File: config.mk
export PLATFORM = sky130hd
export DESIGN_NAME = spell_io_master
export DESIGN_NICKNAME = d
export VERILOG_FILES = /design/src/rtl/spell_io_master.sv
export SDC_FILE = /design/constraint.sdc
export NUM_CORES = 1
export LEC_CHECK = 0
export CORE_UTILIZATION = 52
export CTS_CLUSTER_SIZE = 30
export DETAILED_ROUTE_END_ITERATION = 10
export PLACE_DENSITY_LB_ADDON = 0.12
export SYNTH_ARGS = -nofsm -noshare
export SYNTH_HDL_FRONTEND = slang
export SYNTH_SLANG_ARGS = --single-unit
export TNS_END_PERCENT = 30
File: constraint.sdc
create_clock -name clk -period 3.12 [get_ports clk]
set_input_delay 0.624 -clock clk [delete_from_list [all_inputs] [get_ports clk]]
set_output_delay 0.624 -clock clk [all_outputs]
set_load 0.01 [all_outputs]
File: src/rtl/spell_io_master.sv
// Bus initiator for the spell MMIO space: read, write and atomic set/clear with a deselected gap cycle.
// Optional per-phase select timeout is compiled in when SPELL_IOM_TIMEOUT_EN is defined.
module spell_io_master #(
    parameter int TIMEOUT = 15
) (
    input  logic       clk,
    input  logic       rst_n,
    input  logic       req_valid,
    output logic       req_ready,
    input  logic [1:0] req_op,
    input  logic [7:0] req_addr,
    input  logic [7:0] req_wdata,
    output logic       rsp_valid,
    output logic [7:0] rsp_rdata,
    output logic       rsp_err,
    output logic       bus_select,
    output logic [7:0] bus_addr,
    output logic [7:0] bus_wdata,
    output logic       bus_write,
    input  logic [7:0] bus_rdata,
    input  logic       bus_ready
);

    typedef enum logic [1:0] {
        IDLE,
        RD,
        WR,
        GAP
    } state_t;

    localparam logic [1:0] OP_RD  = 2'b00;
    localparam logic [1:0] OP_WR  = 2'b01;
    localparam logic [1:0] OP_SET = 2'b10;
    localparam logic [1:0] OP_CLR = 2'b11;

    if (TIMEOUT < 2 || TIMEOUT > 255) begin : gBadTimeout
        $error("spell_io_master: TIMEOUT must lie in 2..255");
    end

    state_t     r_state;
    state_t     w_next_state;
    logic [1:0] r_op;
    logic [7:0] r_mask;
    logic [7:0] r_rdata;
    logic       r_first;
    logic [7:0] r_addr;
    logic [7:0] r_bus_wdata;
    logic [7:0] r_rsp_rdata;
    logic       w_accept;
    logic       w_in_phase;
    logic       w_done;
    logic       w_timeout;
    logic       w_enter_gap;

    assign w_accept    = req_valid && (r_state == IDLE);
    assign w_in_phase  = (r_state == RD) || (r_state == WR);
    // Ready seen in the first select cycle may be left over from the previous select
    assign w_done      = w_in_phase && !r_first && bus_ready;
    assign w_enter_gap = (w_next_state == GAP) && (r_state != GAP);

`ifdef SPELL_IOM_TIMEOUT_EN
    logic [7:0] r_cnt;
    logic [7:0] w_cnt_now;
    logic       r_rsp_err;

    // w_cnt_now is the 1-based index of the current select cycle within its phase
    assign w_cnt_now = r_cnt + 8'd1;
    assign w_timeout = w_in_phase && !w_done && (w_cnt_now == 8'(TIMEOUT));

    always_ff @(posedge clk) begin
        if (!rst_n) begin
            r_cnt <= 8'd0;
        end else if (w_next_state != r_state) begin
            r_cnt <= 8'd0;
        end else if (w_in_phase) begin
            r_cnt <= w_cnt_now;
        end
    end

    always_ff @(posedge clk) begin
        if (!rst_n) begin
            r_rsp_err <= 1'b0;
        end else if (w_enter_gap) begin
            r_rsp_err <= w_timeout;
        end
    end

    assign rsp_err = r_rsp_err;
`else
    assign w_timeout = 1'b0;
    assign rsp_err   = 1'b0;
`endif

    always_ff @(posedge clk) begin
        if (!rst_n) begin
            r_state <= IDLE;
        end else begin
            r_state <= w_next_state;
        end
    end

    // Bus strobes and handshakes are pure state decodes, so req_ready never depends on req_valid
    always_comb begin
        w_next_state = r_state;
        req_ready    = 1'b0;
        bus_select   = 1'b0;
        bus_write    = 1'b0;
        rsp_valid    = 1'b0;
        case (r_state)
            IDLE: begin
                req_ready = 1'b1;
                if (req_valid) begin
                    w_next_state = (req_op == OP_WR) ? WR : RD;
                end
            end
            RD: begin
                bus_select = 1'b1;
                if (w_done) begin
                    w_next_state = (r_op == OP_RD) ? GAP : WR;
                end else if (w_timeout) begin
                    w_next_state = GAP;
                end
            end
            WR: begin
                bus_select = 1'b1;
                bus_write  = 1'b1;
                if (w_done || w_timeout) begin
                    w_next_state = GAP;
                end
            end
            GAP: begin
                rsp_valid    = 1'b1;
                w_next_state = IDLE;
            end
            default: w_next_state = IDLE;
        endcase
    end

    // Request latch, read capture, read-modify-write data and response value
    always_ff @(posedge clk) begin
        if (!rst_n) begin
            r_op        <= OP_RD;
            r_mask      <= 8'h00;
            r_rdata     <= 8'h00;
            r_first     <= 1'b0;
            r_addr      <= 8'h00;
            r_bus_wdata <= 8'h00;
            r_rsp_rdata <= 8'h00;
        end else begin
            r_first <= (w_next_state != r_state);
            if (w_accept) begin
                r_op   <= req_op;
                r_addr <= req_addr;
                r_mask <= req_wdata;
                if (req_op == OP_WR) begin
                    r_bus_wdata <= req_wdata;
                end
            end
            if ((r_state == RD) && w_done) begin
                r_rdata <= bus_rdata;
                case (r_op)
                    OP_SET:  r_bus_wdata <= bus_rdata | r_mask;
                    OP_CLR:  r_bus_wdata <= bus_rdata & ~r_mask;
                    default: ;
                endcase
            end
            if (w_enter_gap) begin
                if (w_timeout) begin
                    r_rsp_rdata <= 8'hFF;
                end else begin
                    case (r_op)
                        OP_RD:   r_rsp_rdata <= bus_rdata;
                        OP_WR:   r_rsp_rdata <= 8'h00;
                        default: r_rsp_rdata <= r_rdata;
                    endcase
                end
            end
        end
    end

    assign bus_addr  = r_addr;
    assign bus_wdata = r_bus_wdata;
    assign rsp_rdata = r_rsp_rdata;

endmodule

### After elaboration in Yosys (flattened, before gate mapping)

Index checks and enable logic that the tools add are counted.

* flip-flop bits (word level): 45
* input bits: 30
* output and inout port bits: 29
* logic and storage cells: 46

* equal/unequal tests: 10
* mux-type cells: 15
* bitwise gates (word level): 3
* reductions and logical operators: 10

Operators by type and width (count)
* $pmux 8 s2: 2
* $mux 8: 3
* $eq 2x2->1 const B: 5
* $and 8x8->8: 1
* $mux 2: 4
* $not 8->8: 1
* $or 8x8->8: 1
* $pmux 2 s4: 1
* $eq 2x1->1 const B: 3
* $logic_and 1x1->1: 5
* $mux 1: 5
* $logic_not 2->1: 2
* $ne 2x2->1: 1
* $ne 2x2->1 const B: 1
* $reduce_or 2->1: 1
* $logic_not 1->1: 1
* $logic_or 1x1->1: 1

### Depth between registers and ports, before layout

Gate-level depths: netlist of the first run.

* depth after elaboration: 8
* gate-level depth with buffers: 8

### Least setup slack after synthesis of the first run

OpenSTA, ideal clock, no wires.

* path type: register to register
* start point: register r_state[0]
* end point: register r_bus_wdata[6] (netlist: bus_wdata[6])
* setup time: 0.086 ns
* arrival time: 1.774 ns
* required time: 3.034 ns
* slack: 1.261 ns
* stages on the path, launching flop included: 9
* buffers on the path: 2
* period minus slack after synthesis: 1.859 ns
* cells stage by stage: dfxtp_1 -> inv_1 -> ha_1 -> and4b_1 -> buf_6 -> nand2_2 -> buf_2 -> nor2_1 -> a211oi_1

* longest elaborated chain between the ends: 6
* elaborated cells on any way between the ends: 11
* those cells by class: eq/ne (2); mux (3); reduce/logical (6)

RTL lines
* from (decl): line 40 `state_t r_state;`
* from (signal assigned): line 98 `r_state <= w_next_state;`
* branches (longest 5 deep; another with $mux 8)
* $mux 8 *: line 159 `if ((r_state == RD) && w_done) begin`
* to (signal assigned): line 156 `r_bus_wdata <= req_wdata;`
* to (signal assigned): line 162 `OP_SET: r_bus_wdata <= bus_rdata | r_mask;`
* to (signal assigned): line 163 `OP_CLR: r_bus_wdata <= bus_rdata & ~r_mask;`
* to (decl): line 47 `logic [7:0] r_bus_wdata;`

Every way passes the cells marked *.
A chain may end at the register's enable or synchronous reset.

### Worst setup path in the final report of the first run

* start point: register r_state[0]
* end point: output port bus_select

* longest elaborated chain between the ends: 3
* elaborated cells on any way between the ends: 4
* those cells by class: eq/ne (2); mux (1); reduce/logical (1)

RTL lines
* $eq 2x1->1 / $eq 2x2->1 (equally long branches): line 109 `case (r_state)`
* $reduce_or 2->1 (no source line) *
* $mux 1 *: line 109
* to (decl): line 16 `output logic bus_select,`

Mark *: on every way between the ends. The rest lies on a longest branch, timed or not.

==> out/results.txt, run 1 <==
Yosys top cell by area = dfxtp_1
Clk Latency, worst-skew pair = 300 ps
Final ANT Viol Nets = 0
Fin crit period = 2490 ps
Overall Power = 1.51 mW
CP max stage cell = clkdlybuf4s50_1
Drt via density = 5.28
Final Non-Filler Cells = 370
Htree depth = 2
Total CTS buffers = 5
Worst reg-to-reg setup slack = 810 ps
Top delay family on crit path = buffers and inverters
Worst EP required = 2500 ps
Post-synth EDFFs = 0
Synthesized flop and latch total = 45
Worst Skew = 6.06 ps
Cells after Synth = 272
Core area = 4000 µm²
Cts hold-fix bufs = 0
Final #Nets = 355
Tcrit/Tclk final = 0.799
Leakage power total = 1.07 nW
Die Height = 66.8 µm
Hold crit path type = reg -> reg
CP bufs+invs = 2
Worst-path clk slew = 80 ps
Iteration count of the initial detailed-routing pass = 7
Area Growth Syn to Fin = 29.0%
FILL cells = 371
Total placed cells including tap cells = 362
Synth unique cells = 38
Die area = 4460 µm²
Area contributors post-synth = dfxtp_1 41%, nand2_1 14%, a21oi_1 8.5%
Vias post-DR = 1952
Fin. max-slew vios = 0
Starting density of the core = 0.545
Status = complete, but fails checks
RePlAce Congestion = 0.793
Root buf cell = clkbuf_8
Grt ovf = 0
Number of buffers added for setup after CTS = 0
Row count = 23
GR Util All Layers = 0.229
CP Class = reg -> out
First-pass GRT wire length = 7700 µm
Die width = 66.8 µm
Routed length per instance = 12.7 µm
Setup_tns = 0 ps
Syn Std Cell Area = 2180 µm²
Worst path cell trace = inv_1 > ha_1 > clkdlybuf4s50_1
Final hold vios = 0
VDD IR-drop max = 337 µV
CTS tree = yes
Post-synth top flop = dfxtp_1
Worst Max-Slew Pin Slew = 690 ps
Max Cap Viol = 0
Critical Path Max Stage Delay = 560 ps
RSZ-0062 raised after global routing = false
Yosys top cell area share = 0.413
Setup-failing EPs final = 0
Final Routed Wirelength = 4700 µm
Worst slew margin = 0.539
PwrDens = 538 nW/µm²
F_max = 401 MHz
Critical Path Source Type = flip-flop
Vias in the first global route = 1681
Port bufs = 57
Final HPWL from detailed placement = 3270 µm
DR iter-0 viols = 85
Crit-path max FO = 7
CP arrival = 1870 ps
Syn_nets = 308
Post-synthesis sequential area ratio = 0.413
CTS Sinks = 45
Share of cells above drive strength 1 = 0.0438
DRC = 2
Failing checks = design-rule violations
Largest net degree at the start of global routing = 38
Final hold slack = 456 ps
Cts repair resizes = 0
Diodes inserted = 0
Most frequent cell after synthesis = nand2_1
Commonest cells post-synth = 81 x nand2_1, 45 x dfxtp_1, 37 x a21oi_1
Max Buffers Root-to-Sink = 2
Yosys warning total = 0
CP endpoint kind = output port
I/O pin total = 59
Initial antenna violation count = 0
Synth async-reset ratio = 0
Syn_area_per_cell = 8.02 µm²
Post-Route Utilization = 0.703
## tightest hold or removal path, delay by kind of cell (launching register included)
kind,cells,cell delay (ps)
flip-flops,1,310
AND/OR/NAND/NOR,1,50
AO/OA/AOI/OAI,1,50
## where the power goes
part / internal (mW) / switching [mW] / total, mW
Clock: 0.261 / 0.194 / 0.455
Sequential: 0.621 / 0.0381 / 0.659
Combinational: 0.193 / 0.205 / 0.398
## final timing paths
check | from | end | cells past startpoint
worst max-delay path | r_state[0] | bus_select | 3
worst min-delay path | bus_addr[6] | bus_addr[6] | 2
worst min register to register | bus_addr[6] | bus_addr[6] | 2
worst max register to register | r_state[0] | rsp_rdata[6] | 6
## sequential cells by signal, summed over array words and instances, names as in the netlist
signal     count
bus_addr       8
bus_wdata      8
r_first        1
r_mask         8
r_op           2
r_rdata        8
r_state        2
rsp_rdata      8
## through the flow
| step | setup WS [ps] | cell area (µm²) |
|---|---|---|
| after floorplan | 1260 | 2180 |
| after global placement | 797 | 2700 |
| after detailed placement | 687 | 2700 |
| after CTS | 634 | 2810 |
| after global routing | 573 | 2810 |
| final | 628 | 2810 |
## per-layer routing
layer  track usage  routed length (µm)
met1         0.306                2230
met2         0.360                2130
met3        0.0531                 277
met4        0.0771                  63
met5             0                   0
## logic make-up (layout without fill, tap and decap cells)
logic type | count (synthesis) | count (layout) | synth area share
compound gates | 63 | 63 | 0.169
fa+ha+maj | 6 | 6 | 0.0344
buf+inv | 21 | 69 | 0.0620
flops | 45 | 45 | 0.413
mux | 16 | 16 | 0.0734
other cells | 1 | 1 | 0.00172
simple gates | 120 | 120 | 0.246
## area by class of cell
class,count,area [µm²],share of cell area
clock buffer,7,86.3,0.0307
clock inverter,1,30.0,0.0107
inverter,3,11.3,0.00400
multi-input combinational,206,1140,0.407
sequential,45,901,0.320
tap,50,62.6,0.0222
timing repair buffer,58,578,0.205
## cells in the final DEF (no fill, tap or decap), types with 2 or more instances in the layout
| master | instances |
|---|---|
| dfxtp_1 | 45 |
| clkbuf_8 | 6 |
| nor2_1 | 17 |
| a21oi_1 | 37 |
| inv_1 | 2 |
| nand2b_1 | 8 |
| nand2_1 | 81 |
| o21bai_1 | 2 |
| a211oi_1 | 9 |
| clkdlybuf4s50_1 | 57 |
| nand3b_1 | 2 |
| mux2i_1 | 16 |
| o21ai_0 | 9 |
| ha_1 | 6 |
Note: power is estimated with default switching activity, not from simulation.
==> run 2: changes to the inputs <==
Settings changed: CORE_UTILIZATION 52 to 48.
Clock period 3.12 ns to 2.55 ns, I/O delays scaled along.
==> run 2 against run 1 <==
Against the previous run: the run now ends clean; clock skew increased by 1.2 ps; first-iteration DRC count grew 72%; critical path depth unchanged; clock power increased by 14%; via count fell by 1.1%; count of clock-buffer cells in the layout is 2 lower; core utilization down 5.1 points; critical endpoint unchanged; global-route usage decreased by 2.2 points.
==> out/results.txt, run 2 (synthesis gave the netlist of run 1 again) <==
Status = finished, final reports clean
Area Growth Syn to Fin = 30.3%
Die Height = 69.4 µm (+4.0%)
CP max stage cell = clkdlybuf4s50_1
Cts hold-fix bufs = 0 (unchanged)
Htree depth = 2 (unchanged)
Worst Skew = 7.21 ps (+1.15 ps)
CP Class = reg -> out
Hold crit path type = reg -> reg
DR iter-0 viols = 146 (+72%)
Drt via density = 5.13 (-2.7%)
Worst-path clk slew = 80 ps (about the same)
DRC = 0 (-2)
Max Buffers Root-to-Sink = 2 (unchanged)
Port bufs = 57 (unchanged)
GR Util All Layers = 0.207 (-0.0219)
Row count = 24 (+4.3%)
DP Area = 2740 µm² (+1.5%)
Final HPWL from detailed placement = 3380 µm (+3.3%)
CTS Sinks = 45 (unchanged)
Critical Path Max Stage Delay = 540 ps (-20 ps)
Die area = 4820 µm² (+8.1%)
F_max = 428 MHz
Pre-CTS setup slack = 358 ps (-329 ps)
CP bufs+invs = 2 (unchanged)
Number of buffers added for setup after CTS = 0 (unchanged)
Core area = 4350 µm² (+8.9%)
Tcrit/Tclk final = 0.916
Commonest non-fill, non-tap cell in the layout = nand2_1
Final instance area = 2840 µm² (+0.98%)
Routed length per instance = 12.9 µm (+1.2%)
Critical Path Source Type = flip-flop
Fin crit period = 2340 ps
Vias in the first global route = 1746 (+3.9%)
Clk Latency, worst-skew pair = 290 ps (about the same)
Grt ovf = 0 (unchanged)
Final #Nets = 360 (+1.4%)
Root buf cell = clkbuf_8
Fin. max-slew vios = 0 (unchanged)
RSZ-0062 raised after global routing = false
CP endpoint kind = output port
FILL cells = 405 (+9.2%)
Diodes inserted = 0 (unchanged)
PwrDens = 641 nW/µm² (+19%)
Worst path cell trace = inv_1 > ha_1 > clkdlybuf4s50_1
Worst slew margin = 0.552 (+0.0131)
Crit-path max FO = 7 (unchanged)
Iteration count of the initial detailed-routing pass = 4 (-3)
CP arrival = 1830 ps (-40 ps)
Setup_tns = 0 ps (unchanged)
Worst EP required = 2040 ps (-460 ps)
Worst Max-Slew Pin Slew = 670 ps (-19.7 ps)
Largest net degree at the start of global routing = 38 (unchanged)
Setup-failing EPs final = 0 (unchanged)
Cts repair resizes = 0 (unchanged)
CTS tree = yes
First-pass GRT wire length = 8210 µm (+6.6%)
Final Routed Wirelength = 4840 µm (+2.8%)
RePlAce Congestion = 0.981 (+24%)
Max Cap Viol = 0 (unchanged)
Starting density of the core = 0.501 (-0.0443)
Final hold vios = 0 (unchanged)
Leakage power total = 1.09 nW (+1.9%)
Vias post-DR = 1930 (-1.1%)
Die width = 69.4 µm (+4.0%)
VDD IR-drop max = 326 µV (-3.1%)
Overall Power = 1.82 mW (+20%)
Leading cell types in the layout, fill and taps excluded = 81 x nand2_1, 57 x clkdlybuf4s50_1, 45 x dfxtp_1, 37 x a21oi_1, 17 x nor2_1
I/O pin total = 59 (unchanged)
Total CTS buffers = 5 (unchanged)
Initial antenna violation count = 0 (unchanged)
Worst setup slack after layout = 213 ps (-414 ps)
Top delay family on crit path = buffers and inverters
Final ANT Viol Nets = 0 (unchanged)
Share of cells above drive strength 1 = 0.0586 (+0.0149)
==> run 2: final cells by class <==
| class | count | area, µm² | area share |
|---|---|---|---|
| Multi-Input combinational cell | 206 | 1140 | 0.403 |
| Sequential cell | 45 | 901 | 0.317 |
| Timing Repair Buffer | 63 | 616 | 0.217 |
| Clock buffer | 5 | 68.8 | 0.0242 |
| Tap cell | 52 | 65.1 | 0.0229 |
| Clock inverter | 2 | 35.0 | 0.0123 |
| Inverter | 3 | 11.3 | 0.00396 |
==> run 2: worst register-to-register path, delay by kind of cell (launching register included) <==
| kind | cells | cell delay [ps] |
|---|---|---|
| muxes | 1 | 250 |
| DFF | 1 | 450 |
| buffers and inverters | 1 | 170 |
| AOI/OAI and AO/OA | 2 | 720 |
| adders and majority gates | 1 | 360 |
| and+or+nand+nor | 1 | 160 |
==> run 2: metrics by stage <==
| stage | utilization | hold WS [ps] | cells |
|---|---|---|---|
| after floorplan | - | 436 | 272 |
| after global placement | 0.629 | 442 | 369 |
| after detailed placement | 0.629 | 446 | 369 |
| after CTS | 0.653 | 457 | 376 |
| after global routing | 0.653 | 471 | 376 |
| final | 0.653 | 456 | 376 |
==> run 2: power by group <==
part	internal, mW	leakage (nW)	switching, mW
clock network	0.285	0.0540	0.234
registers	0.760	0.366	0.0393
logic	0.245	0.665	0.257
==> run 2: final timing paths <==
kind / start / to / slack, ps / cells past startpoint
max: r_state[0] / bus_select / 210 / 3
min: bus_addr[7] / bus_addr[7] / 460 / 2
max reg2reg: r_state[0] / rsp_rdata[4] / 360 / 6
min reg2reg: bus_addr[7] / bus_addr[7] / 460 / 2
==> run 2: routing by layer <==
metal	GRT usage	wire length, µm	share of wire	vias to the layer above
li1	-	-	-	1013
met1	0.289	2470	0.51	865
met2	0.323	2110	0.44	47
met3	0.0407	203	0.042	5
met4	0.0658	53	0.011	0
met5	0	0	0	-
==> run 3: changes to the inputs <==
Settings changed: REMOVE_ABC_BUFFERS from default to 1.
==> run 3 against run 2 <==
Against the previous run: largest cell class unchanged; clock skew increased by 2.4 ps; fmax shrank 0.22%; power down 3.8%; flip-flop and latch count did not move; critical path depth unchanged; core utilization decreased by 0.29 points; clock power shrank 13%; via count grew 0.78%; die area is the same.
==> out/results.txt, run 3 (synthesis gave the netlist of run 1 again) <==
R2r worst-path depth = 6 (unchanged)
RePlAce Congestion = 0.859 (-12%)
Final ANT Viol Nets = 0 (unchanged)
Hold crit path type = reg -> reg
Fin. max-slew vios = 0 (unchanged)
Cts hold-fix bufs = 0 (unchanged)
CTS Sinks = 45 (unchanged)
Max Buffers Root-to-Sink = 2 (unchanged)
DP Area = 2740 µm² (unchanged)
Setup-failing EPs final = 0 (unchanged)
Share of cells above drive strength 1 = 0.0615 (+0.00290)
I/O pin total = 59 (unchanged)
VDD IR-drop max = 445 µV (+36%)
First-pass GRT wire length = 8270 µm (+0.76%)
Largest net degree at the start of global routing = 38 (unchanged)
Row count = 24 (unchanged)
Status = finished, final reports clean
GR Util All Layers = 0.213 (+0.00591)
Starting density of the core = 0.501 (unchanged)
Final hold slack = 457 ps (+0.361 ps)
Launching point of the worst reg2reg path = r_state[1]
Final hold vios = 0 (unchanged)
Port bufs = 57 (unchanged)
Leakage power total = 1.08 nW (-0.53%)
Vias post-DR = 1945 (+0.78%)
CTS tree = yes
Root buf cell = clkbuf_8
Clk Latency, worst-skew pair = 310 ps (+20 ps)
Min-delay src = bus_addr[2]
Initial antenna violation count = 0 (unchanged)
CP max stage cell = clkdlybuf4s50_1
Worst reg-to-reg setup slack = 400 ps (+40 ps)
Commonest non-fill, non-tap cell in the layout = nand2_1
Hold Path End = bus_addr[2]
PwrDens = 620 nW/µm² (-3.3%)
Cts repair resizes = 0 (unchanged)
Routed length per instance = 12.6 µm (-1.9%)
Final HPWL from detailed placement = 3190 µm (-5.5%)
Tcrit/Tclk final = 0.918 (+0.00204)
Crit-path max FO = 7 (unchanged)
RSZ-0062 raised after global routing = false
FILL cells = 394 (-2.7%)
Fin crit period = 2340 ps (+5.20 ps)
F_max = 427 MHz (-0.22%)
Reg area = 901 µm² (unchanged)
Final #Nets = 360 (unchanged)
DRC = 0 (unchanged)
DR iter-0 viols = 150 (+2.7%)
Grt ovf = 0 (unchanged)
Worst path cell trace = inv_1 > ha_1 > clkdlybuf4s50_1
Worst slew margin = 0.564 (+0.0116)
Leading cell types in the layout, fill and taps excluded = 81 x nand2_1, 57 x clkdlybuf4s50_1, 45 x dfxtp_1, 37 x a21oi_1, 17 x nor2_1
Number of buffers added for setup after CTS = 0 (unchanged)
Htree depth = 2 (unchanged)
Worst Skew = 9.59 ps (+2.38 ps)
CP endpoint kind = output port
Die Height = 69.4 µm (unchanged)
Final instance area = 2830 µm² (-0.44%)
Area Growth Syn to Fin = 29.7%
Final Routed Wirelength = 4760 µm (-1.6%)
Total CTS buffers = 5 (unchanged)
Diodes inserted = 0 (unchanged)
Die width = 69.4 µm (unchanged)
Worst Max-Slew Pin Slew = 653 ps (-17.3 ps)
CP Class = reg -> out
Setup_tns = 0 ps (unchanged)
Iteration count of the initial detailed-routing pass = 4 (unchanged)
Critical Path Source Type = flip-flop
Critical Path Max Stage Delay = 540 ps (about the same)
RR Endpoint = rsp_rdata[5]
Drt via density = 5.16 (+0.51%)
Multi-input logic area = 1140 µm² (unchanged)
Max Cap Viol = 0 (unchanged)
Worst EP required = 2040 ps (about the same)
Overall Power = 1.75 mW (-3.8%)
Core area = 4350 µm² (unchanged)
Worst-path clk slew = 90 ps (about the same)
Die area = 4820 µm² (unchanged)
CP arrival = 1830 ps (about the same)
Vias in the first global route = 1819 (+4.2%)
Hold path depth = 2 (unchanged)
## run 3: critical path, delay by kind of cell (launching register included)
family	cells	cell delay, ps
buffers and inverters	2	710
adders and majority gates	1	360
DFF	1	460
## run 3: cell type report
type | instances | area share
clock buffers | 5 | 0.0243
clock inverters | 3 | 0.00796
flip-flops and latches | 45 | 0.318
multi-input cells | 206 | 0.405
inverters | 3 | 0.00398
well taps | 52 | 0.0230
repair buffers | 63 | 0.218
## run 3: through the flow
step	setup WS, ps	util	cells
final	208	0.650	377
after global placement	442	0.629	369
after detailed placement	351	0.629	369
after global routing	91.1	0.650	377
after CTS	206	0.650	377
after floorplan	591	-	254
## run 3: worst max-delay path by stage
| stage | depth (start not counted) | end | from |
|---|---|---|---|
| global route | 3 | bus_select | r_state[1] |
| floorplan | 6 | rsp_rdata[0] | r_state[0] |
| finish | 3 | bus_select | r_state[1] |
| CTS | 3 | bus_select | r_state[1] |
| detailed placement | 5 | rsp_rdata[5] | bus_ready |
| global placement | 5 | bus_wdata[1] | req_valid |
## run 3: power by group
part / internal (mW) / switching [mW]
combinational: 0.246 / 0.261
sequential: 0.760 / 0.0371
clock: 0.195 / 0.254
total: 1.20 / 0.552
## run 3: layer usage
metal / wire length [µm] / track usage / share of wire / vias to the layer above
met3: 249 / 0.0480 / 0.052 / 7
met4: 74 / 0.0884 / 0.016 / 0
met5: 0 / 0 / 0 / -
met2: 2100 / 0.331 / 0.44 / 46
li1: - / - / - / 1010
met1: 2330 / 0.286 / 0.49 / 882
